## config.mk

```make
export PLATFORM = sky130hd
export DESIGN_NAME = gray_counter
export DESIGN_NICKNAME = d
export VERILOG_FILES = /design/src/rtl/gray_counter.sv
export SDC_FILE = /design/constraint.sdc
export NUM_CORES = 1
export LEC_CHECK = 0
export CELL_PAD_IN_SITES_DETAIL_PLACEMENT = 0
export CELL_PAD_IN_SITES_GLOBAL_PLACEMENT = 1
export CORE_MARGIN = 10
export CORE_UTILIZATION = 40
export CTS_CLUSTER_SIZE = 25
export DETAILED_ROUTE_END_ITERATION = 10
export DONT_BUFFER_PORTS = 1
export GPL_TIMING_DRIVEN = 0
export PLACE_DENSITY_LB_ADDON = 0.1
export SLEW_MARGIN = 40
export SYNTH_ARGS = -nofsm -noshare
export SYNTH_HDL_FRONTEND = slang
export SYNTH_SLANG_ARGS = --single-unit
export TNS_END_PERCENT = 1
```

## constraint.sdc

```tcl
create_clock -name clk -period 2 [get_ports clk]
set_input_delay 0.4 -clock clk [delete_from_list [all_inputs] [get_ports clk]]
set_output_delay 0.4 -clock clk [all_outputs]
set_load 0.02 [all_outputs]
```

## src/rtl/gray_counter.sv

```systemverilog
// Up/down counter with registered binary and Gray outputs, plus an independent
// Gray-to-binary decode channel that flags multi-bit steps between samples.
module gray_counter #(
  parameter int WIDTH   = 4,
  parameter bit WRAP    = 1'b1,
  parameter int RST_VAL = 0
) (
  input  logic             clk,
  input  logic             rst,
  input  logic             en,
  input  logic             up_dn,
  input  logic             load,
  input  logic [WIDTH-1:0] load_bin,
  output logic [WIDTH-1:0] bin_out,
  output logic [WIDTH-1:0] gray_out,
  output logic             tc,
  output logic             wrap_pulse,
  input  logic [WIDTH-1:0] gray_in,
  input  logic             gray_in_vld,
  output logic [WIDTH-1:0] bin_chk,
  output logic             chk_vld,
  output logic             step_err
);

  localparam logic [WIDTH-1:0] MAX_VAL  = '1;
  localparam logic [WIDTH-1:0] ONE      = {{(WIDTH-1){1'b0}}, 1'b1};
  localparam logic [WIDTH-1:0] RST_BIN  = WIDTH'(RST_VAL);
  localparam logic [WIDTH-1:0] RST_GRAY = RST_BIN ^ (RST_BIN >> 1);

  function automatic logic [WIDTH-1:0] bin2gray(input logic [WIDTH-1:0] b);
    return b ^ (b >> 1);
  endfunction

  function automatic logic [WIDTH-1:0] gray2bin(input logic [WIDTH-1:0] g);
    logic [WIDTH-1:0] b;
    b[WIDTH-1] = g[WIDTH-1];
    for (int i = WIDTH - 2; i >= 0; i--) b[i] = b[i+1] ^ g[i];
    return b;
  endfunction

  // ---------------------------------------------------------------- counter
  logic [WIDTH-1:0] bin_next;
  logic             wrap_next;

  // NOTE: defaults first so every path assigns both outputs and no latch is inferred.
  always_comb begin
    bin_next  = bin_out;
    wrap_next = 1'b0;
    if (load) begin
      bin_next = load_bin;
    end else if (en) begin
      if (up_dn) begin
        if (bin_out != MAX_VAL) begin
          bin_next = bin_out + ONE;
        end else if (WRAP) begin
          bin_next  = '0;
          wrap_next = 1'b1;
        end
      end else begin
        if (bin_out != '0) begin
          bin_next = bin_out - ONE;
        end else if (WRAP) begin
          bin_next  = MAX_VAL;
          wrap_next = 1'b1;
        end
      end
    end
  end

  // Gray is registered from the next binary value so gray_out never sees
  // decode glitches from the count register.
  always_ff @(posedge clk or posedge rst) begin
    if (rst) begin
      bin_out    <= RST_BIN;
      gray_out   <= RST_GRAY;
      wrap_pulse <= 1'b0;
    end else begin
      // NOTE: non-blocking so all registers update from the same pre-edge values.
      bin_out    <= bin_next;
      gray_out   <= bin2gray(bin_next);
      wrap_pulse <= wrap_next;
    end
  end

  assign tc = up_dn ? (bin_out == MAX_VAL) : (bin_out == '0);

  // --------------------------------------------------------- decode channel
  logic [WIDTH-1:0] last_gray;
  logic             seen;
  logic [WIDTH-1:0] gray_diff;
  logic             multi_bit;

  // x & (x-1) clears the lowest set bit; anything left means two or more bits.
  assign gray_diff = gray_in ^ last_gray;
  assign multi_bit = |(gray_diff & (gray_diff - ONE));

  always_ff @(posedge clk or posedge rst) begin
    if (rst) begin
      bin_chk   <= '0;
      chk_vld   <= 1'b0;
      step_err  <= 1'b0;
      last_gray <= '0;
      seen      <= 1'b0;
    end else if (gray_in_vld) begin
      bin_chk   <= gray2bin(gray_in);
      chk_vld   <= 1'b1;
      step_err  <= seen & multi_bit;
      last_gray <= gray_in;
      seen      <= 1'b1;
    end else begin
      chk_vld   <= 1'b0;
      step_err  <= 1'b0;
    end
  end

endmodule

```

# Word level (Yosys, flattened, before mapping)
# Cells that the tools add are included.
[classes]
addsub = 3
eq_ne = 2
n_mux = 13
bitwise = 7
reduce_logical = 3
[op_table]
columns = ["operator", "n"]
rows = [
  ["4-bit 2-to-1 mux", 5],
  ["1-bit 2-to-1 mux", 8],
  ["4-bit by 1-bit subtractor with 4-bit output, second input constant", 2],
  ["4-bit by 1-bit adder with 4-bit output, second input constant", 1],
  ["4-bit bitwise AND", 1],
  ["4-bit == test, second input constant", 1],
  ["4-bit logical NOT", 1],
  ["4-bit inequality test, second input constant", 1],
  ["4-bit nonzero test", 1],
  ["4-bit OR reduction", 1],
  ["4-bit by 3-bit bitwise XOR with 4-bit output", 1],
  ["4-bit bitwise XOR", 1],
  ["1-bit bitwise XOR", 3],
  ["1-bit bitwise AND", 1],
]
[totals]
ff_bits = 20
output_inout_bits = 16
word_cells = 36

# Logic depth before layout (Yosys ltp)
# Gate-level depths: netlist of the first run.
[depth]
word_depth = 6
mapped_depth = 6
mapped_depth_nobuf = 6

# Least setup slack after synthesis of the first run
# OpenSTA, ideal clock, no wires.
[synth_timing]
kind = "reg-to-output"
from = "register bin_out[0]"
to = "output tc"
arrival_ns = 1.298
required_time_ns = 1.600
setup_slack_ns = 0.302
stages_incl_launch_ff = 5
path_buffers = 0
cell_sequence = "dfrtp_1 > inv_1 > ha_1 > nor4b_1 > nand2b_1"
[synth_between]
elab_chain_len = 2
[synth_lines]
columns = ["element", "line", "rtl"]
rows = [
  ["from (decl)", "14", "output logic [WIDTH-1:0] bin_out,"],
  ["from (signal assigned)", "79", "bin_out <= bin_next;"],
  ["4-bit == test / 4-bit logical NOT (equally long branches)", "85", "assign tc = up_dn ? (bin_out == MAX_VAL) : (bin_out == '0);"],
  ["1-bit 2-to-1 mux *", "85", ""],
  ["to (decl)", "16", "output logic tc,"],
]
# Every way passes the cells marked *; elsewhere a longest branch is shown, timed or not.

# Final worst setup path of the first run
[layout_timing]
from = "register bin_out[2]"
to = "output tc"
# Same word-level chain as after synthesis.

==> reports/results.tsv, run 1 <==
stage	metric	value	unit
run_status	status	complete, no violations	
synth	synth-async-reset-ratio	100	%
synth	synth_nets	104	
die	core_area	0.00223	mm^2
drt	drc_errors	0	
clock_tree	clock_latency	280	ps
clock_tree	numClockSinks	18	
finish	diodes	0	
place	dpl_cell_area	986	um^2
place	port_buffers	0	
clock_tree	clk_path_buf_depth	2	
sta	fin_skew	1.13	ps
drt	vias	626	
sta	fin_ws	104	ps
critical_path	worstPathArrival	1500	ps
clock_tree	h-tree-depth	1	
drt	routedWlPerCell	16.7	um
drt	ant_nets	0	
clock_tree	cts_buffers	3	
die	die_x	68.8	um
synth	synth.area.mux_share	10.1	%
grt	grt_pass1_wl	3.29	mm
drt	drt_iter0_drc	22	
critical_path	cp.required	1600	ps
synth	synthSimpleGateAreaFrac	14.5	%
synth	ys_seq_area_share	47.4	%
finish	fin_util	47.8	%
sta	setup_viol	0	
synth	netlist_area	951	um^2
synth	synth_top_family_by_area	simple AND/OR/NAND/NOR gates	
clock_tree	cts_tree	yes	
synth	synthXorXnorAreaFrac	9.21	%
finish	layout_common_cells	dfrtp_1, xnor2_1, a21oi_1, mux2_2	
die	fp-row-count	17	
place	gp_congestion	0.676	
critical_path	worst-path-max-fanout	10	
sta	max_freq	528	MHz
sta	drv_slew	0	
critical_path	critPathLaunchType	flop	
die	dieArea	0.00473	mm^2
finish	layout_commonest_cell	dfrtp_1	
critical_path	criticalPathCategory	flop to output pin	
die	initial_core_util	42.6	%
synth	syn_inst	88	
pwr	p_leak	0.440	nW
pwr	p_per_area	899	mW/mm^2
sta	hold_viol	0	
place	dp_hpwl	1.58	mm
grt	grt_max_degree	19	
pwr	ir_drop	0.644	mV
worst_hold_path	hold_class	input pin to asynchronous set/reset pin	
drt	viasPerCell	5.17	
grt	track_usage	9.21	%
synth	ys_ff_latch	18	
finish	stdcell_area	0.00107	mm^2
critical_path	worstSetupEndpointType	output pin	
grt	grt_pass1_vias	645	
finish	drive_above_1_share	22.6	%
synth	synth_edf_count	0	
sta	relSlewSlack	57.3	%
sta	setup_tns	0	ps
synth	synthAdderAreaFrac	3.68	%
sta	period_needed	1900	ps
clock_tree	hold_buffers	0	
sta	worstMarginPinSlew	640	ps
synth	syn_avg_cell_area	10.8	um^2
synth	synth_compound_area_share	10.0	%
die	die_h	68.8	um
synth	yosysWarnings	0	
flow_run	drv_cap	0	
drt	routed_wl	2.02	mm
clock_tree	clk_pin_slew	100	ps
finish	nets	110	
drt	firstDrtPassIters	4	
clock_tree	cts_root_buffer	clkbuf_4	
grt	overflow	0	
finish	area_growth	12.2	%
sta	period_share	94.8	%
place	post-place-ws	105	ps
die	io_pins	30	
grt	grt_antenna_before_repair	0	
synth	synthFlopType	dfrtp_1	
synth	netlist-cell-type-count	30	
flip-flops by register name (all words and copies together), names as in the netlist:
name,cells
chk_vld,1
wrap_pulse,1
bin_chk,4
last_gray,3
bin_out,4
seen,1
gray_out,3
step_err,1
worst max-delay path, stage by stage (launching register included):
cell and delay (ps):
dfrtp_1 670, nand4_1 320, nand2b_4 210
timing repair:
| item | in CTS | in global routing |
|---|---|---|
| setup endpoints to repair | 1 | 1 |
| pin swaps | 0 | 0 |
| buffers inserted | 0 | 1 |
| resized for setup | 6 | 4 |
final timing paths:
check / from / endpoint / slack, ps / cells past startpoint
worst max register to register: bin_out[2] / gray_out[2] / 280 / 4
worst max-delay path: bin_out[2] / tc / 100 / 2
worst min-delay path: rst / bin_out[3] / 80 / 1
min in group clk: gray_in_vld / chk_vld / 130 / 0
max in group asynchronous: rst / bin_out[0] / 1480 / 1
worst min register to register: seen / seen / 490 / 1
cell families after synthesis:
kind of cell / Yosys count
multiplexers: 9
adder cells (fa/ha/maj): 3
XOR/XNOR: 10
flip-flops: 18
AND/OR/NAND/NOR: 22
buffers and inverters: 11
AO/OA/AOI/OAI: 15
cell usage after synthesis, drive strengths merged, types with 3 or more instances:
master / n / area share (%)
clkbuf: 3 / 1.2
xnor2: 9 / 8.3
nand3: 3 / 1.6
dfrtp: 18 / 47
nor3b: 4 / 3.2
inv: 6 / 2.4
mux2i: 4 / 4.2
nor2: 3 / 1.2
a21oi: 8 / 4.2
mux2: 5 / 5.9
report_power, final:
group | leakage (nW) | internal, W | switching, W
Sequential | 0.207 | 0.000418 | 0.000118
Combinational | 0.211 | 0.000107 | 0.0000998
Clock | 0.0210 | 0.000111 | 0.000105
area by class of cell:
| class | instances | area (um^2) |
|---|---|---|
| timing repair buffer | 1 | 7.51 |
| fill | 222 | 1170 |
| tap | 28 | 35.0 |
| inverter | 6 | 22.5 |
| multi-input combinational | 59 | 487 |
| buffer | 5 | 26.3 |
| clock buffer | 4 | 36.3 |
| sequential | 18 | 453 |
per-layer routing:
metal	vias to the layer above	track usage (%)	share of wire [%]
li1	318	-	-
met1	282	11.5	41
met2	24	12.6	43
met3	2	7.41	15
met4	0	0.739	0.20
met5	-	0	0
through the flow:
| step | power, W | std cells | hold slack, ps |
|---|---|---|---|
| floorplan | 0.000690 | 88 | 339 |
| global placement | 0.000734 | 116 | 422 |
| finish | 0.000960 | 121 | 75.2 |
| detailed placement | 0.000738 | 116 | 419 |
| global route | 0.00104 | 121 | 95.1 |
| CTS | 0.000969 | 120 | 92.7 |
Power figures use the tool's default switching activity.
==> run 2: changes to the inputs <==
- CELL_PAD_IN_SITES_DETAIL_PLACEMENT: 0 -> 1
==> run 2 against run 1 <==
Sequential cell count did not move; non-clock buffer count shrank 1; sequential share of layout area grew 0.30 points; critical path depth grew 2; wire length up 5.3%; via count up 3.8%; worst hold slack better by 0.53 ps; register-to-register slack worse by 20 ps; clock skew up 4.1 ps; fmax is 0.20% higher; first-iteration DRC count down 86%; largest cell class unchanged; largest power group unchanged.
==> reports/results.tsv, run 2 (same netlist as run 1, synthesis figures left out) <==
stage	metric	value	unit
run_status	status	complete, no violations	
critical_path	cp_top_family	flip-flops	
drt	viasPerCell	5.42	
finish	n_fill_cell	252	
sta	drv_slew	0	
pwr	ir_drop	0.537	mV
drt	ant_nets	0	
finish	layout_commonest_cell	dfrtp_1	
sta	period_share	94.6	%
critical_path	cpPeakStageDelay	520	ps
grt	grt_pass1_wl	3.50	mm
finish	drive_above_1_share	21.7	%
critical_path	rr_worst_depth	4	
drt	routedWlPerCell	17.8	um
sta	relSlewSlack	55.6	%
die	die_h	68.8	um
pwr	p_per_area	913	mW/mm^2
die	io_pins	30	
grt	grt_pass1_vias	712	
die	dieArea	0.00473	mm^2
finish	nets	109	
place	dp_hpwl	1.71	mm
sta	worstMarginPinSlew	665	ps
clock_tree	clk_pin_slew	100	ps
pwr	p_leak	0.434	nW
sta	hold_viol	0	
critical_path	critPathLaunchType	flop	
critical_path	criticalPathCategory	flop to output pin	
critical_path	crit_path_top_delay_cell	dfrtp_2	
grt	track_usage	9.80	%
place	post-place-ws	54.4	ps
finish	area_growth	11.4	%
drt	drc_errors	0	
grt	grt_max_degree	19	
sta	fin_ws	108	ps
worst_hold_path	hold_class	input pin to asynchronous set/reset pin	
critical_path	worst-path-stages	4	
drt	routed_wl	2.13	mm
sta	setup_viol	0	
critical_path	worst-path-max-fanout	8	
clock_tree	cts_buffers	3	
place	gp_congestion	0.676	
drt	vias	650	
sta	max_freq	529	MHz
critical_path	worstPathArrival	1490	ps
critical_path	reg2reg_slack	260	ps
die	die_x	68.8	um
drt	drt_iter0_drc	3	
drt	firstDrtPassIters	4	
die	fp-row-count	17	
clock_tree	clock_latency	290	ps
die	initial_core_util	42.6	%
critical_path	crit_buf_inv	1	
clock_tree	cts_root_buffer	clkbuf_4	
clock_tree	clk_path_buf_depth	2	
die	core_area	0.00223	mm^2
clock_tree	cts_tree	yes	
clock_tree	numClockSinks	18	
place	port_buffers	0	
finish	top_regs	bin_chk (4), bin_out (4)	
finish	layout_common_cells	dfrtp_1, xnor2_1, a21oi_1, mux2_2	
critical_path	cp.required	1600	ps
critical_path	worstSetupEndpointType	output pin	
critical_path	crit_path_cell_trace	inv_2 -> ha_4 -> nor4b_4 -> nand2b_4	
sta	fin_skew	5.26	ps
grt	grt_antenna_before_repair	0	
sta	setup_tns	0	ps
sta	period_needed	1890	ps
flow_run	drv_cap	0	
grt	overflow	0	
clock_tree	h-tree-depth	1	
finish	diodes	0	
==> run 2: changes by cell type in the layout (fill, tap and decap cells not counted) <==
cell / before / now
buf_4: 3 / 2
==> run 2: metrics by stage <==
| step | hold WS [ps] | cell area (um^2) | util [%] | instances | power, W |
|---|---|---|---|---|---|
| 5_1_grt | 98.4 | 1060 | 47.5 | 120 | 0.00105 |
| 6_report | 75.8 | 1060 | 47.5 | 120 | 0.000967 |
| 3_5_place_dp | 432 | 986 | 44.1 | 116 | 0.000744 |
| 3_3_place_gp | 422 | 986 | 44.1 | 116 | 0.000734 |
| 4_1_cts | 100 | 1050 | 46.9 | 120 | 0.000976 |
| 2_1_floorplan | 339 | 951 | - | 88 | 0.000690 |
==> run 2: power breakdown <==
group | internal (W) | switching [W] | leakage, nW
clock | 0.000111 | 0.000110 | 0.0210
sequential | 0.000418 | 0.000120 | 0.207
combinational | 0.000106 | 0.000103 | 0.206
total | 0.000636 | 0.000332 | 0.434
==> run 2: path summary, 6_finish.rpt <==
check                         endpoint   startpoint
min in group clk               chk_vld  gray_in_vld
max                                 tc   bin_out[0]
min                           step_err          rst
min reg2reg                       seen         seen
max reg2reg                gray_out[2]   bin_out[2]
max in group asynchronous   bin_out[1]          rst
==> run 2: final cells by class <==
type / count / area, um^2 / area share (%)
multi-input combinational: 59 / 487 / 45.9
sequential: 18 / 453 / 42.7
clock buffer: 4 / 36.3 / 3.42
tap: 28 / 35.0 / 3.31
buffer: 5 / 26.3 / 2.48
inverter: 6 / 22.5 / 2.13
==> run 2: routing by layer <==
layer	part of all wire (%)	wire length (um)	track usage, %	vias up
li1	-	-	-	315
met4	0.42	9	0.739	0
met3	14	289	7.09	2
met1	40	854	11.2	310
met2	46	976	15.2	23
met5	0	0	0	-
==> run 2: what timing repair did <==
action	CTS	global route
hold buffers	0	0
endpoints found under the setup margin	1	1
buffers inserted	0	0
endpoints found under the hold margin	0	0
gates resized for setup	6	4
gates cloned	0	0
